<file path="src/rtl/babylonian_pkg.sv">
// Shared definitions for the alarm trigger: state encoding and time field limits.
package babylonian_pkg;

  typedef enum logic [1:0] {
    ST_OFF   = 2'd0,
    ST_ARMED = 2'd1,
    ST_RING  = 2'd2,
    ST_SNZ   = 2'd3
  } state_t;

  localparam int MIN_W = 6;
  localparam int HR_W  = 5;

  localparam logic [MIN_W-1:0] MIN_MAX = 6'd59;
  localparam logic [HR_W-1:0]  HR_MAX  = 5'd23;

endpackage

</file>
<file path="src/rtl/babylonian_time_match.sv">
// Time-of-day versus alarm comparator with range check; emits a one-cycle
// trigger on the rising edge of a valid match.
module babylonian_time_match
  import babylonian_pkg::*;
(
  input  logic             clk,
  input  logic             srst,
  input  logic [MIN_W-1:0] cur_minutes,
  input  logic [HR_W-1:0]  cur_hours,
  input  logic [MIN_W-1:0] alm_minutes,
  input  logic [HR_W-1:0]  alm_hours,
  input  logic             alm_en,
  input  logic             setup,
  output logic             trigger
);

  logic match;
  logic match_q;

  // Out-of-range alarm settings can never match, even if the clock shows the same value.
  always_comb begin
    match = alm_en && !setup &&
            (cur_minutes == alm_minutes) && (cur_hours == alm_hours) &&
            (alm_minutes <= MIN_MAX) && (alm_hours <= HR_MAX);
  end

  // match_q resets high so an equality already present at reset does not fire.
  always_ff @(posedge clk) begin
    if (srst) begin
      match_q <= 1'b1;
    end else begin
      match_q <= match;
    end
  end

  assign trigger = match && !match_q;

endmodule

</file>
<file path="src/rtl/babylonian_alarm_trigger.sv">
// Alarm ring/snooze/stop sequencer driving the buzzer and status outputs.
module babylonian_alarm_trigger
  import babylonian_pkg::*;
#(
  parameter int RING_SEC   = 60,
  parameter int SNOOZE_SEC = 300,
  parameter int MAX_SNOOZE = 3
) (
  input  logic             C,
  input  logic             CLR,
  input  logic             TICK_SEC,
  input  logic [MIN_W-1:0] CUR_MINUTES,
  input  logic [HR_W-1:0]  CUR_HOURS,
  input  logic [MIN_W-1:0] ALM_MINUTES,
  input  logic [HR_W-1:0]  ALM_HOURS,
  input  logic             ALM_EN,
  input  logic             SETUP,
  input  logic             SNOOZE,
  input  logic             STOP,
  output logic             BUZZ,
  output logic             RINGING,
  output logic             SNOOZING,
  output logic [1:0]       SNOOZE_LEFT
);

  localparam logic [8:0] RING_LAST   = 9'(RING_SEC - 1);
  localparam logic [8:0] SNOOZE_LAST = 9'(SNOOZE_SEC - 1);
  localparam logic [1:0] SNOOZE_INIT = 2'(MAX_SNOOZE);

  logic       trigger;
  state_t     state_reg, state_next;
  logic [8:0] sec_cnt_reg, sec_cnt_next;
  logic       beep_reg, beep_next;
  logic [1:0] snooze_left_reg, snooze_left_next;

  babylonian_time_match u_match (
    .clk         (C),
    .srst        (CLR),
    .cur_minutes (CUR_MINUTES),
    .cur_hours   (CUR_HOURS),
    .alm_minutes (ALM_MINUTES),
    .alm_hours   (ALM_HOURS),
    .alm_en      (ALM_EN),
    .setup       (SETUP),
    .trigger     (trigger)
  );

  // Next-state logic; exits from RING/SNZ take priority over timers and snooze.
  always_comb begin
    state_next       = state_reg;
    sec_cnt_next     = sec_cnt_reg;
    beep_next        = beep_reg;
    snooze_left_next = snooze_left_reg;
    case (state_reg)
      ST_OFF: begin
        if (ALM_EN && !SETUP) begin
          state_next = ST_ARMED;
        end
      end
      ST_ARMED: begin
        if (!ALM_EN) begin
          state_next = ST_OFF;
        end else if (trigger) begin
          state_next       = ST_RING;
          sec_cnt_next     = '0;
          beep_next        = 1'b1;
          snooze_left_next = SNOOZE_INIT;
        end
      end
      ST_RING, ST_SNZ: begin
        if (!ALM_EN || SETUP || STOP) begin
          state_next       = ALM_EN ? ST_ARMED : ST_OFF;
          sec_cnt_next     = '0;
          beep_next        = 1'b0;
          snooze_left_next = SNOOZE_INIT;
        end else if (state_reg == ST_RING) begin
          if (TICK_SEC && sec_cnt_reg == RING_LAST) begin
            // Timed out: back to armed, the still-equal minute cannot re-trigger.
            state_next       = ST_ARMED;
            sec_cnt_next     = '0;
            beep_next        = 1'b0;
            snooze_left_next = SNOOZE_INIT;
          end else if (SNOOZE && snooze_left_reg != 2'd0) begin
            state_next       = ST_SNZ;
            sec_cnt_next     = '0;
            snooze_left_next = snooze_left_reg - 2'd1;
          end else if (TICK_SEC) begin
            sec_cnt_next = sec_cnt_reg + 9'd1;
            beep_next    = !beep_reg;
          end
        end else begin
          if (TICK_SEC && sec_cnt_reg == SNOOZE_LAST) begin
            state_next   = ST_RING;
            sec_cnt_next = '0;
            beep_next    = 1'b1;
          end else if (TICK_SEC) begin
            sec_cnt_next = sec_cnt_reg + 9'd1;
          end
        end
      end
      default: state_next = ST_OFF;
    endcase
  end

  // State and registered outputs, decoded from the next state so they track it exactly.
  always_ff @(posedge C) begin
    if (CLR) begin
      state_reg       <= ST_OFF;
      sec_cnt_reg     <= '0;
      beep_reg        <= 1'b0;
      snooze_left_reg <= SNOOZE_INIT;
      BUZZ            <= 1'b0;
      RINGING         <= 1'b0;
      SNOOZING        <= 1'b0;
      SNOOZE_LEFT     <= SNOOZE_INIT;
    end else begin
      state_reg       <= state_next;
      sec_cnt_reg     <= sec_cnt_next;
      beep_reg        <= beep_next;
      snooze_left_reg <= snooze_left_next;
      BUZZ            <= (state_next == ST_RING) && beep_next;
      RINGING         <= (state_next == ST_RING);
      SNOOZING        <= (state_next == ST_SNZ);
      SNOOZE_LEFT     <= snooze_left_next;
    end
  end

endmodule

</file>
<file path="config.mk">
export PLATFORM = sky130hd
export DESIGN_NAME = babylonian_alarm_trigger
export DESIGN_NICKNAME = d
export VERILOG_FILES = /design/src/rtl/babylonian_pkg.sv /design/src/rtl/babylonian_time_match.sv /design/src/rtl/babylonian_alarm_trigger.sv
export SDC_FILE = /design/constraint.sdc
export NUM_CORES = 1
export LEC_CHECK = 0
export ABC_CLOCK_PERIOD_IN_PS = 2800
export BUFFER_PORTS_ARGS = -buffer_cell sky130_fd_sc_hd__buf_2
export CELL_PAD_IN_SITES_DETAIL_PLACEMENT = 0
export CELL_PAD_IN_SITES_GLOBAL_PLACEMENT = 2
export CORE_AREA = 2 2 66 68
export CTS_CLUSTER_DIAMETER = 150
export DETAILED_ROUTE_END_ITERATION = 16
export DIE_AREA = 0 0 68 70
export PLACE_DENSITY = 0.81
export SLEW_MARGIN = 20
export SYNTH_ARGS = -nofsm -noshare
export SYNTH_HDL_FRONTEND = slang
export SYNTH_SLANG_ARGS = --single-unit
</file>
<file path="constraint.sdc">
create_clock -name C -period 2.8 [get_ports C]
set_clock_uncertainty 0.15 [all_clocks]
set_input_delay 0.56 -clock C [delete_from_list [all_inputs] [get_ports C]]
set_output_delay 0.56 -clock C [all_outputs]
set_load 0.05 [all_outputs]
</file>
==> results.yml <==
outcome:
  status: "complete, no violations"
setup_path:
  critPathCaptureType: "register"
  arrival_ns: 2.22
  crit_chain: "buf_2, xor2_1, a2111oi_4, nand4_1, or3_1, o31a_1, nor3_2"
  crit_family: "simple AND/OR/NAND/NOR gates"
  path_buf_inv: 1
  max_stage_delay_ns: 0.43
  path_class: "input port to register"
  start_kind: "input port"
  required_ns: 2.83
  path_max_fanout: 6
  cpMaxStageDelayCell: "or3_1"
route:
  post_drt_via_cell_ratio: 5.00
  ant_nets: 0
  vias: 1109
  drcViolationCount: 0
  drt-total-wl_microns: 2680
  drt_iter0_markers: 47
  routedWlPerCell_microns: 12.0
  dr.pass1.iters: 4
clock_network:
  cts_resized: 0
  cts-buffers-inserted: 3
  htree_levels: 1
  postCtsSetupRepairBufs: 0
  cts_hold_buf: 0
  clk_pin_slew_ns: 0.07
  cts_tree: "done"
  insertion_delay_ns: 0.25
  clk_path_buf_depth: 2
  cts-root-buf: "clkbuf_8"
  clock-sinks: 18
power:
  p_sw_share_pct: 22.6
  p_per_area_mw_per_mm2: 376
  combPwrFrac_pct: 12.5
  sequentialPowerShare_pct: 48.4
  p_total_w: 0.000535
  peakVddDrop_mv: 0.141
  p_int_w: 0.000414
  switching_power_w: 0.000121
  p_leak_nw: 0.635
  power_frac_clock_pct: 39.1
sta:
  final-hold-violation-count: 0
  setup_tns_ns: 0
  max-slew-margin-rel_pct: 68.7
  fin_ws_ns: 0.613
  finalMaxSlewViolations: 0
  fin_crit_ns: 2.19
  fmax_mhz: 457
  setup_violations: 0
  worstMarginPinSlew_ns: 0.468
  post-route-period-util_pct: 78.1
  rsz0062_at_grt: "false"
synth:
  async_reset_ff_share_pct: 0
  synth_edf_count: 0
  synth_cells: 137
  ys.flop_type: "dfxtp_1"
  avgSynthCellArea_sq_um: 8.39
  syn-cell-area_sq_mm: 0.00115
  synth-seq-area-share_pct: 31.3
  synth_cell_type_count: 41
  synth_nets: 168
  ys_warn_count: 0
  ys_ff_latch: 18
die:
  num_io_pins: 34
  coreArea_sq_mm: 0.00414
  dieArea_sq_mm: 0.00476
  die_w_microns: 68
  rows: 24
  die_h_microns: 70
  floorplan.initialDensity_pct: 27.7
finish:
  largest_reg_flops: 9
  drive_gt1_share_pct: 26.5
  area.growth.synth_to_final_pct: 23.7
  fin_nets: 202
  n_antenna_cell: 0
  design_area_sq_mm: 0.00142
grt:
  use_met2_pct: 20.9
  grtUsageMet1_pct: 15.8
  grt_usage_pct: 12.6
  antenna_found_initial: 0
  met3_usage_pct: 2.09
  grt.busiest_layer: "met2"
  grt_pass1_wl_microns: 4660
  grt_overflow: 0
  grt_start_max_net_pins: 13
  grt_pass1_vias: 1125
place:
  dpl-instance-area_sq_mm: 0.00137
  io_buffer_count: 33
  dpl.hpwl_microns: 2210
  finalWeightedCongestion: 0.784
  dp_slack_ns: 0.345
hold_path:
  hp-class: "register to register"
flow_run:
  cap_violations: 0
==> synth_stat cells, types with 3 or more instances <==
cell | n | share of area [%]
a21oi_1 | 10 | 4.4
nand2_1 | 11 | 3.6
mux2i_1 | 3 | 2.6
clkbuf_1 | 4 | 1.3
inv_1 | 5 | 1.6
a31oi_1 | 4 | 2.2
and3_1 | 7 | 3.8
o21a_1 | 5 | 3.3
nand4_1 | 4 | 2.2
nor3_1 | 5 | 2.2
xor2_1 | 8 | 6.1
nor2b_1 | 3 | 1.6
nor2_1 | 12 | 3.9
nand3_1 | 6 | 2.6
dfxtp_1 | 18 | 31
==> metrics by stage <==
stage	utilization, %	std cells	hold WS (ns)
after floorplan	-	137	0.297
after global placement	33.0	218	0.314
after detailed placement	33.0	218	0.321
after CTS	34.3	222	0.335
after global routing	34.3	222	0.348
final	34.3	222	0.336
==> area by class of cell <==
cell class,instances,area [sq um]
repair buffers,34,173
multi-input cells,109,751
well taps,52,65.1
flip-flops and latches,18,360
clock buffers,4,55.1
fillers,448,2720
inverters,5,18.8
==> per-layer routing <==
metal	part of all wire, %	wire length [microns]
met3	4.3	114
met1	44	1170
met4	1.7	45
met5	0	0
met2	50	1340
==> worst min-delay path, cell delays in order (launching register included) <==
cell,delay [ns]
dfxtp_1,0.32
inv_1,0.06
o21ai_1,0.06
==> cells by family after synthesis <==
kind of cell               count (synthesis)  share of synthesized area [%]
DFF                                       18                           31.3
and+or+nand+nor                           64                           33.4
xor gates and xnor gates                  10                           7.62
buffers and inverters                     10                           3.37
adders and majority gates                  2                           2.18
AOI/OAI and AO/OA                         30                           19.5
muxes                                      3                           2.61
==> cell usage in the layout, fill, tap and decap left out, drive strengths merged, types with 3 or more instances in the layout <==
cell / n
nor2: 12
o21a: 6
clkbuf: 4
a31oi: 4
nand3: 6
nand4: 4
dfxtp: 18
and3: 7
a21oi: 10
buf: 34
nor2b: 3
xor2: 8
mux2i: 3
nand2: 11
nand2b: 3
nor3: 6
inv: 5
==> worst paths after layout <==
kind                    endpoint  depth (start not counted)           start  slack, ns
setup / recovery            BUZZ                          7    ALM_HOURS[0]       0.61
hold / removal    sec_cnt_reg[1]                          2  sec_cnt_reg[1]       0.34
setup reg to reg  sec_cnt_reg[7]                          7  sec_cnt_reg[2]       0.74
hold reg to reg   sec_cnt_reg[1]                          2  sec_cnt_reg[1]       0.34
==> power by group through the flow <==
stage	sequential, W	clock (W)	combinational, W
final	0.000259	0.000209	0.0000667
after global routing	0.000259	0.000232	0.0000744
after CTS	0.000259	0.000218	0.0000678
after detailed placement	0.000265	0	0.0000677
after global placement	0.000265	0	0.0000659
after floorplan	0.000264	0	0.0000364
Note: power is estimated with default switching activity, not from simulation.
